**src/rtl/risc_pkg.sv**
```systemverilog
// Shared definitions for the RISC write-back controller and its helpers.
// Contents:
//   DW, AW, RW - default data, address and register-index widths
//   state_t    - write-back controller state encoding (2-bit)
package risc_pkg;

    localparam int DW = 8;
    localparam int AW = 8;
    localparam int RW = 3;

    typedef enum logic [1:0] {
        ST_IDLE = 2'd0,
        ST_REQ  = 2'd1,
        ST_WB   = 2'd2
    } state_t;

endpackage

```
**src/rtl/risc_wb_ctrl_if.sv**
```systemverilog
// Data-memory request/acknowledge bus.
// Signals:
//   dm_req   - memory request, held until ack or abort
//   dm_we    - 1 = write, 0 = read
//   dm_addr  - memory address
//   dm_wdata - write data
//   dm_ack   - memory completion
//   dm_rdata - read data, valid with dm_ack
// Modports: master (controller side), slave (memory side).
interface risc_wb_ctrl_if #(
    parameter int AW = risc_pkg::AW,
    parameter int DW = risc_pkg::DW
);

    logic          dm_req;
    logic          dm_we;
    logic [AW-1:0] dm_addr;
    logic [DW-1:0] dm_wdata;
    logic          dm_ack;
    logic [DW-1:0] dm_rdata;

    modport master (
        output dm_req, dm_we, dm_addr, dm_wdata,
        input  dm_ack, dm_rdata
    );

    modport slave (
        input  dm_req, dm_we, dm_addr, dm_wdata,
        output dm_ack, dm_rdata
    );

endinterface

```
**src/rtl/risc_ack_timer.sv**
```systemverilog
// Acknowledge timeout counter for a req/ack handshake.
// Ports:
//   clk, rst_n - clock, asynchronous active-low reset
//   i_clr      - hold the count at zero (no request outstanding)
//   i_en       - one more cycle waited without ack
//   o_expire   - this waited cycle brings the count to TIMEOUT
module risc_ack_timer #(
    parameter int TIMEOUT = 15,
    parameter int TW      = 4
) (
    input  logic clk,
    input  logic rst_n,
    input  logic i_clr,
    input  logic i_en,
    output logic o_expire
);

    localparam logic [TW-1:0] LP_LAST = TW'(TIMEOUT - 1);

    logic [TW-1:0] r_cnt;

    // NOTE: sequential state uses non-blocking assignments so every register
    // samples the pre-edge values, independent of block ordering.
    always_ff @(posedge clk or negedge rst_n) begin
        if (!rst_n) begin
            r_cnt <= '0;
        end else if (i_clr) begin
            r_cnt <= '0;
        end else if (i_en) begin
            r_cnt <= r_cnt + 1'b1;
        end
    end

    // Flag is raised on the waited cycle whose increment reaches TIMEOUT, so
    // the owner aborts after exactly TIMEOUT unacknowledged cycles.
    assign o_expire = i_en && (r_cnt == LP_LAST);

endmodule

```
**src/rtl/risc_wb_ctrl.sv**
```systemverilog
// Write-back controller between the execution unit and the register file.
// ALU results commit the cycle after acceptance; loads and stores go through
// the data-memory req/ack bus with an ack timeout, stalling the execution unit
// while outstanding.
// Ports:
//   clk, rst_n         - clock, asynchronous active-low reset
//   ex_*               - completed instruction from the execution unit
//   ex_stall           - execution unit must hold (combinational from state)
//   dm                 - data-memory bus (master side)
//   reg_wr_vld         - register-file write strobe
//   load_op            - selects dst/dmdataout (1) or dst_o/rslt (0)
//   rslt, dst_o        - ALU write data / destination
//   dst, dmdataout     - load write destination / data
//   mem_err            - one-cycle pulse on memory timeout
module risc_wb_ctrl import risc_pkg::*; #(
    parameter int DW      = risc_pkg::DW,
    parameter int AW      = risc_pkg::AW,
    parameter int RW      = risc_pkg::RW,
    parameter int TIMEOUT = 15,
    parameter int TW      = 4
) (
    input  logic                clk,
    input  logic                rst_n,
    input  logic                ex_vld,
    input  logic                ex_load,
    input  logic                ex_store,
    input  logic [DW-1:0]       ex_rslt,
    input  logic [RW-1:0]       ex_dst,
    input  logic [AW-1:0]       ex_addr,
    input  logic [DW-1:0]       ex_sdata,
    output logic                ex_stall,
    risc_wb_ctrl_if.master      dm,
    output logic                reg_wr_vld,
    output logic                load_op,
    output logic [DW-1:0]       rslt,
    output logic [RW-1:0]       dst_o,
    output logic [RW-1:0]       dst,
    output logic [DW-1:0]       dmdataout,
    output logic                mem_err
);

    state_t        r_state;
    logic          r_dm_req;
    logic          r_dm_we;
    logic [AW-1:0] r_dm_addr;
    logic [DW-1:0] r_dm_wdata;
    logic [RW-1:0] r_ld_dst;
    logic          r_reg_wr_vld;
    logic          r_load_op;
    logic [DW-1:0] r_rslt;
    logic [RW-1:0] r_dst_o;
    logic [RW-1:0] r_dst;
    logic [DW-1:0] r_dmdataout;
    logic          r_mem_err;

    logic w_tmr_clr;
    logic w_tmr_en;
    logic w_expire;

    // Counter sits at zero outside REQ, which also clears it on entry to REQ.
    assign w_tmr_clr = (r_state != ST_REQ);
    assign w_tmr_en  = (r_state == ST_REQ) && !dm.dm_ack;

    risc_ack_timer #(
        .TIMEOUT (TIMEOUT),
        .TW      (TW)
    ) u_ack_timer (
        .clk      (clk),
        .rst_n    (rst_n),
        .i_clr    (w_tmr_clr),
        .i_en     (w_tmr_en),
        .o_expire (w_expire)
    );

    always_ff @(posedge clk or negedge rst_n) begin
        // NOTE: every register, data included, is reset so no output can
        // show X after reset; there is no storage array here to exempt.
        if (!rst_n) begin
            r_state      <= ST_IDLE;
            r_dm_req     <= 1'b0;
            r_dm_we      <= 1'b0;
            r_dm_addr    <= '0;
            r_dm_wdata   <= '0;
            r_ld_dst     <= '0;
            r_reg_wr_vld <= 1'b0;
            r_load_op    <= 1'b0;
            r_rslt       <= '0;
            r_dst_o      <= '0;
            r_dst        <= '0;
            r_dmdataout  <= '0;
            r_mem_err    <= 1'b0;
        end else begin
            // NOTE: strobes default low each cycle so they pulse for exactly
            // one cycle; data registers are left unassigned and hold.
            r_reg_wr_vld <= 1'b0;
            r_load_op    <= 1'b0;
            r_mem_err    <= 1'b0;

            case (r_state)
                ST_IDLE: begin
                    if (ex_vld) begin
                        if (ex_load || ex_store) begin
                            // Load wins when both flags are set.
                            r_state   <= ST_REQ;
                            r_dm_req  <= 1'b1;
                            r_dm_we   <= !ex_load;
                            r_dm_addr <= ex_addr;
                            r_ld_dst  <= ex_dst;
                            if (!ex_load) begin
                                r_dm_wdata <= ex_sdata;
                            end
                        end else begin
                            r_reg_wr_vld <= 1'b1;
                            r_rslt       <= ex_rslt;
                            r_dst_o      <= ex_dst;
                        end
                    end
                end

                ST_REQ: begin
                    // Ack is checked first so a same-cycle ack beats the timeout.
                    if (dm.dm_ack) begin
                        r_dm_req <= 1'b0;
                        if (r_dm_we) begin
                            r_state <= ST_IDLE;
                        end else begin
                            r_state      <= ST_WB;
                            r_reg_wr_vld <= 1'b1;
                            r_load_op    <= 1'b1;
                            r_dst        <= r_ld_dst;
                            r_dmdataout  <= dm.dm_rdata;
                        end
                    end else if (w_expire) begin
                        r_dm_req  <= 1'b0;
                        r_mem_err <= 1'b1;
                        r_state   <= ST_IDLE;
                    end
                end

                ST_WB: begin
                    r_state <= ST_IDLE;
                end

                default: begin
                    r_state <= ST_IDLE;
                end
            endcase
        end
    end

    assign ex_stall    = (r_state != ST_IDLE);
    assign dm.dm_req   = r_dm_req;
    assign dm.dm_we    = r_dm_we;
    assign dm.dm_addr  = r_dm_addr;
    assign dm.dm_wdata = r_dm_wdata;
    assign reg_wr_vld  = r_reg_wr_vld;
    assign load_op     = r_load_op;
    assign rslt        = r_rslt;
    assign dst_o       = r_dst_o;
    assign dst         = r_dst;
    assign dmdataout   = r_dmdataout;
    assign mem_err     = r_mem_err;

endmodule

```
**src/flat_wrapper.sv**
```systemverilog
// flat-port wrapper written by rule: the top's interface ports become plain ports
module risc_wb_ctrl_flat import risc_pkg::*;
#(
    parameter int DW      = risc_pkg::DW,
    parameter int AW      = risc_pkg::AW,
    parameter int RW      = risc_pkg::RW,
    parameter int TIMEOUT = 15,
    parameter int TW      = 4
)
  (clk, rst_n, ex_vld, ex_load, ex_store, ex_rslt, ex_dst, ex_addr, ex_sdata, ex_stall, reg_wr_vld, load_op, rslt, dst_o, dst, dmdataout, mem_err, dm_dm_req, dm_dm_we, dm_dm_addr, dm_dm_wdata, dm_dm_ack, dm_dm_rdata);
  risc_wb_ctrl_if #(.AW(AW), .DW(DW)) dm_i ();
  input  logic clk;
  input  logic rst_n;
  input  logic ex_vld;
  input  logic ex_load;
  input  logic ex_store;
  input  logic [DW-1:0] ex_rslt;
  input  logic [RW-1:0] ex_dst;
  input  logic [AW-1:0] ex_addr;
  input  logic [DW-1:0] ex_sdata;
  output logic ex_stall;
  output logic reg_wr_vld;
  output logic load_op;
  output logic [DW-1:0] rslt;
  output logic [RW-1:0] dst_o;
  output logic [RW-1:0] dst;
  output logic [DW-1:0] dmdataout;
  output logic mem_err;
  output wire logic [$bits(dm_i.dm_req)-1:0] dm_dm_req;
  output wire logic [$bits(dm_i.dm_we)-1:0] dm_dm_we;
  output wire logic [$bits(dm_i.dm_addr)-1:0] dm_dm_addr;
  output wire logic [$bits(dm_i.dm_wdata)-1:0] dm_dm_wdata;
  input wire logic [$bits(dm_i.dm_ack)-1:0] dm_dm_ack;
  input wire logic [$bits(dm_i.dm_rdata)-1:0] dm_dm_rdata;
  assign dm_dm_req = dm_i.dm_req;
  assign dm_dm_we = dm_i.dm_we;
  assign dm_dm_addr = dm_i.dm_addr;
  assign dm_dm_wdata = dm_i.dm_wdata;
  assign dm_i.dm_ack = dm_dm_ack;
  assign dm_i.dm_rdata = dm_dm_rdata;
  risc_wb_ctrl #(.DW(DW), .AW(AW), .RW(RW), .TIMEOUT(TIMEOUT), .TW(TW)) u_core (.clk(clk), .rst_n(rst_n), .ex_vld(ex_vld), .ex_load(ex_load), .ex_store(ex_store), .ex_rslt(ex_rslt), .ex_dst(ex_dst), .ex_addr(ex_addr), .ex_sdata(ex_sdata), .ex_stall(ex_stall), .dm(dm_i), .reg_wr_vld(reg_wr_vld), .load_op(load_op), .rslt(rslt), .dst_o(dst_o), .dst(dst), .dmdataout(dmdataout), .mem_err(mem_err));
endmodule
```
**config.mk**
```make
export PLATFORM = sky130hd
export DESIGN_NAME = risc_wb_ctrl_flat
export DESIGN_NICKNAME = d
export VERILOG_FILES = /design/src/rtl/risc_pkg.sv /design/src/rtl/risc_wb_ctrl_if.sv /design/src/rtl/risc_ack_timer.sv /design/src/rtl/risc_wb_ctrl.sv /design/src/flat_wrapper.sv
export SDC_FILE = /design/constraint.sdc
export NUM_CORES = 1
export LEC_CHECK = 0
export ABC_AREA = 1
export BUFFER_PORTS_ARGS = -buffer_cell sky130_fd_sc_hd__buf_2
export CORE_MARGIN = 8
export CORE_UTILIZATION = 47
export CTS_CLUSTER_SIZE = 14
export DETAILED_ROUTE_END_ITERATION = 10
export GPL_ROUTABILITY_DRIVEN = 0
export MAX_ROUTING_LAYER = met4
export PLACE_DENSITY_LB_ADDON = 0.1
export SYNTH_ARGS = -nofsm -noshare
export SYNTH_HDL_FRONTEND = slang
export SYNTH_SLANG_ARGS = --single-unit
export TNS_END_PERCENT = 50
```
**constraint.sdc**
```tcl
create_clock -name clk -period 1.2 [get_ports clk]
set_input_delay 0 -clock clk [delete_from_list [all_inputs] [get_ports clk]]
set_output_delay 0 -clock clk [all_outputs]
set_load 0.01 [all_outputs]
```
=== Word level (Yosys, flattened, before mapping) ===
Index checks and enable logic that the tools add are counted.

* Reductions and logical operators: 15
* Add/subtract/negate cells: 1
* Equal/unequal tests: 6
* Mux-type cells: 22
* Bitwise logic cells: 3

{| class="wikitable"
|+ Operators with widths
! cell !! number
|-
| two-way mux 1 bit || 12
|-
| AND reduction 3 bit || 4
|-
| two-way mux 2 bit || 5
|-
| two-way mux 4 bit || 2
|-
| AND reduction 4 bit || 2
|-
| nonzero test 2 bit || 3
|-
| adder 4 x 1 -> 4 bit, second input constant || 1
|-
| == test 4 bit, second input constant || 1
|-
| != test 2 x 1 -> 1 bit, second input constant || 2
|-
| case mux 1 bit (2 select lines) || 2
|-
| case mux 2 bit (2 select lines) || 1
|-
| != test 3 bit, second input constant || 1
|-
| NOT 1 bit || 3
|-
| == test 2 x 1 -> 1 bit, second input constant || 1
|-
| logical AND 1 bit || 2
|-
| zero test 1 bit || 2
|-
| zero test 2 bit || 1
|-
| != test 2 bit, second input constant || 1
|-
| logical OR 1 bit || 1
|}

* Output and inout bits: 44
* Input port bits: 41
* Word-level logic and storage cells: 61
* Register bits: 52

=== Longest topological paths before layout ===
* Depth in word-level cells: 6
* Depth in mapped cells: 7

=== By module ===
A second synthesis with hierarchy kept.

* Cell total of the unflattened synthesis: 234
* Area, all modules: 2117.0 um2

{| class="wikitable"
|+ By module, submodules not included
! module !! area each (um2) !! times used !! cells each
|-
| risc_wb_ctrl || 1895.6 || 1 || 207
|-
| risc_ack_timer || 221.5 || 1 || 27
|}

=== Worst setup path after synthesis ===
OpenSTA, ideal clock, no wires.

* Path kind: register to register
* From: register u_core.r_state[1]
* To: register u_core.r_rslt[3] (netlist: u_core.rslt[3])
* Data required time: 1.074 ns
* Period minus slack after synthesis: 1.138 ns
* Buffers on the path: 1
* Stages on the path, launching flop included: 6
* Arrival time: 1.012 ns
* Setup slack: 0.062 ns
* Path through: dfrtp_1 nor2_4 nand3_2 buf_2 nand2_1 o21ai_0

* Word-level cells in the longest chain between the ends: 2

{| class="wikitable"
|+ Ends and longest elaborated chain
! what !! line !! source
|-
| start, declared || risc_wb_ctrl.sv:42 || <nowiki>state_t r_state;</nowiki>
|-
| start signal, assigned || risc_wb_ctrl.sv:79 || <nowiki>r_state <= ST_IDLE;</nowiki>
|-
| start signal, assigned || risc_wb_ctrl.sv:104 || <nowiki>r_state <= ST_REQ;</nowiki>
|-
| start signal, assigned || risc_wb_ctrl.sv:125 || <nowiki>r_state <= ST_IDLE;</nowiki>
|-
| zero test 2 bit || risc_wb_ctrl.sv:99 || <nowiki>case (r_state)</nowiki>
|-
| AND reduction 3 bit (no source line) || n/a ||
|-
| end signal, assigned || risc_wb_ctrl.sv:114 || <nowiki>r_rslt <= ex_rslt;</nowiki>
|-
| end, declared || risc_wb_ctrl.sv:50 || <nowiki>logic [DW-1:0] r_rslt;</nowiki>
|}

No other way between the ends.
A chain may end at the register's enable or synchronous reset.

=== Worst setup path after layout ===
* From: register u_core.r_state[0]
* To: register u_core.r_ld_dst[0]

* Word-level cells in the longest chain between the ends: 2

{| class="wikitable"
|+ Ends and longest elaborated chain
! what !! line !! source
|-
| zero test 2 bit || risc_wb_ctrl.sv:99 ||
|-
| AND reduction 3 bit (no source line) || n/a ||
|-
| end signal, assigned || risc_wb_ctrl.sv:108 || <nowiki>r_ld_dst <= ex_dst;</nowiki>
|-
| end, declared || risc_wb_ctrl.sv:47 || <nowiki>logic [RW-1:0] r_ld_dst;</nowiki>
|}

No other way between the ends.

==> summary.txt <==
Outcome
  • Status: finished clean

Routing
  • Routed wire length: ~5.5 mm
  • Post-DR wirelength/cell: 13.3 um
  • DRC: 0
  • Drt pass-1 iters: 4
  • Antenna Nets Post-Route: 0
  • Via/cell ratio: roughly 4.5
  • DR iter-0 viols: about 70
  • Vias: between 1500 and 2000

Synthesis
  • Number of flops mapped to enable cells by yosys: 0
  • Area contributors post-synth: dfrtp_1 62%, nand2_1 18%, o21ai_0 4.6%
  • Area leader, netlist: dfrtp_1
  • Post-synth top cells: 98 x nand2_1, 52 x dfrtp_1, 19 x inv_1, 19 x o21ai_0, 8 x o21ai_1
  • Mapped Cells: ~230
  • Post-synth top area share: about 62%
  • Post-synth net total: between 200 and 300
  • Syn. warnings: 0
  • Netlist cell types: 20
  • Cell Area, Synth: approximately 0.0021 mm^2
  • Mean Syn Cell Area: a little over 9 um^2
  • Synthesis-stage register bit count: 52
  • Count leader, synth: nand2_1
  • Share of flip-flops with an asynchronous set or reset: between 90% and 100%
  • Post-synthesis sequential area ratio: between 60% and 70%
  • Dominant synthesized flop cell: dfrtp_1

Global route
  • Vias in the first global route: roughly 1800
  • First-pass GRT wire length: 8.69 mm
  • Gr ovfl total: 0
  • Largest net degree at the start of global routing: 53
  • Antenna violations before repair: 0
  • Gr usage total: between 10% and 20%

STA
  • Final Slew Violations: 0
  • Worst setup margin: 0.910 ps
  • RSZ-0062 raised after global routing: yes
  • Clk_skew: a little over 9 ps
  • Setup violators final: 0
  • FMAX: about 830 MHz
  • Min cycle time layout: 1200 ps
  • Tcrit/Tclk final: between 90% and 100%
  • Slew at the pin closest to its max-slew limit: around 270 ps
  • Worst relative slew slack: between 80 and 90%
  • Final Hold Viols: 0

Critical path
  • Worst r2r src: u_core.r_state[0]
  • Reg2Reg Depth: 5
  • CP Class: flip-flop to flip-flop
  • CP Data Required Time: ~1400 ps
  • Crit path max fanout: 15
  • Critical Path AT: around 1400 ps
  • CP startpoint kind: flip-flop
  • Setup crit end kind: flip-flop
  • CP Launch Point: u_core.r_state[0]
  • R2R setup slack: just over 0.9 ps
  • R2r endpoint: u_core.r_ld_dst[0]

Floorplanning
  • Die extent in y: slightly above 80 um
  • Initial core utilization: approximately half
  • Die area: 0.00683 mm^2
  • Core area: around 0.0043 mm^2
  • Top Ports: between 80 and 90
  • Core Rows: 24
  • Die W: approximately 83 um

Min path
  • Hold wc startpoint: ex_load
  • Worst Hold Class: input port to flip-flop
  • Hold Path Sink: u_core.dm.dm_we
  • Hold depth: 3

Pwr
  • P_sw: a little over 2 mW
  • Clock network fraction of design power: about 18%
  • Reg power frac: a little under half
  • Static Leak: approximately 1.7 nW
  • Pint: 3.75 mW
  • Peak supply drop: just over 0.001 V
  • Part of the power in combinational logic: a little over a third
  • Pwr Density: ~1900 mW/mm^2
  • Net Sw Frac: between 30% and 40%

Final layout
  • Post-layout util: between 70% and 80%
  • Multi-input gate area: approximately 660 um^2
  • Share of cells above drive strength 1: roughly 32%
  • Reg area: 0.00130 mm^2
  • Cell area after layout: between 0.003 and 0.004 mm^2
  • Fillers: roughly 330
  • NumNets Final: 400
  • Area added between synthesis and finish: 49.0%
  • Ant diodes: 0

Clocking
  • Clock sinks: 52
  • H-tree depth: 2
  • Max Buffers Root-to-Sink: 2
  • Clk_lat worst skew: ~300 ps
  • Root Buffer: clkbuf_8
  • Clk pin slew, worst setup/hold paths: 90 ps
  • CTS tree: done
  • Total CTS buffers: 5

Place
  • PortBufs: 84
  • Hpwl dp: 3.52 mm
  • Pre-CTS WS: -8.61 ps
  • DP Area: 0.00261 mm^2

Flow run
  • MaxCap Viol Count: 0
routing by layer:
layer	routed length [um]	track usage [%]	vias to the layer above
met5	0	-	-
met4	16	6.21	0
met3	416	3.90	2
met2	2830	28.5	62
met1	2200	20.1	828
li1	-	-	957
power by group through the flow:
stage / sequential, mW / clock (mW) / combinational [mW]
after floorplan: 2.99 / 0 / 0.736
after global routing: 2.81 / 1.12 / 2.33
after global placement: 2.74 / 0 / 1.90
final: 2.72 / 1.02 / 2.06
after CTS: 2.71 / 1.05 / 2.03
after detailed placement: 2.73 / 0 / 1.94
kinds of logic (layout without fill, tap and decap cells):
family | Yosys count | after routing | synth area share [%]
and+or+nand+nor | 112 | 112 | 22.9
buffers and inverters | 29 | 162 | 6.35
DFF | 52 | 52 | 62.4
AOI/OAI and AO/OA | 30 | 30 | 7.19
adders and majority gates | 2 | 2 | 1.20
area by class of cell:
class	instances	area share, %
clock buffers	7	2.78
flip-flops and latches	52	41.9
well taps	52	2.09
repair buffers	132	28.9
multi-input cells	144	21.2
clock inverters	1	0.241
inverters	22	2.94
cell usage in the layout, fill, tap and decap left out, types with 3 or more instances in the layout:
master         count
dlygate4sd3_1     37
dfrtp_1           51
nand3_1            3
clkbuf_8           6
buf_2             84
nor2_1             3
o21ai_1           15
a21oi_1            3
buf_4              9
inv_1             18
o21ai_0           12
nor2_4             3
nand2_1           98
worst max-delay path, cell delays in order, from the launching register on:
cell and delay, ps:
dfrtp_1 440, nor2_4 180, nand2_4 150, buf_4 200, nand2_1 70, o21ai_1 60
worst max path at each step:
stage / endpoint / slack [ps]
floorplan: u_core.rslt[3] / 60
finish: u_core.r_ld_dst[0] / 0.9
global placement: u_core.dm.dm_addr[5] / 30
global route: u_core.dm.dm_wdata[1] / -80
CTS: u_core.dm.dm_addr[5] / 2
detailed placement: u_core.r_ld_dst[0] / -9
per-stage QoR:
| stage | hold WS [ps] | instances | TNS (ps) | power [mW] |
|---|---|---|---|---|
| finish | 86.2 | 410 | 0 | 5.79 |
| floorplan | -296 | 225 | 0 | 3.73 |
| CTS | 76.6 | 407 | 0 | 5.80 |
| global placement | 13.7 | 362 | 0 | 4.64 |
| detailed placement | 13.1 | 362 | -13.6 | 4.67 |
| global route | 101 | 410 | -1100 | 6.26 |
state kept, by name, indices dropped and copies added (netlist names):
name                      flops
u_core.dmdataout              8
u_core.dm.dm_addr             8
u_core.dm.dm_req              1
u_core.dm.dm_we               1
u_core.r_ld_dst               3
u_core.dst_o                  3
u_core.dm.dm_wdata            8
u_core.load_op                1
u_core.dst                    3
u_core.mem_err                1
u_core.rslt                   8
u_core.reg_wr_vld             1
u_core.u_ack_timer.r_cnt      4
u_core.r_state                2
what timing repair did:
action                                 CTS  global route
resized for setup                        0            12
endpoints found under the hold margin   92             0
hold buffers                            37             0
setup endpoints to repair               11            39
buffers inserted                         0             3
pin swaps                                2             0
(Power assumes the default switching activity.)
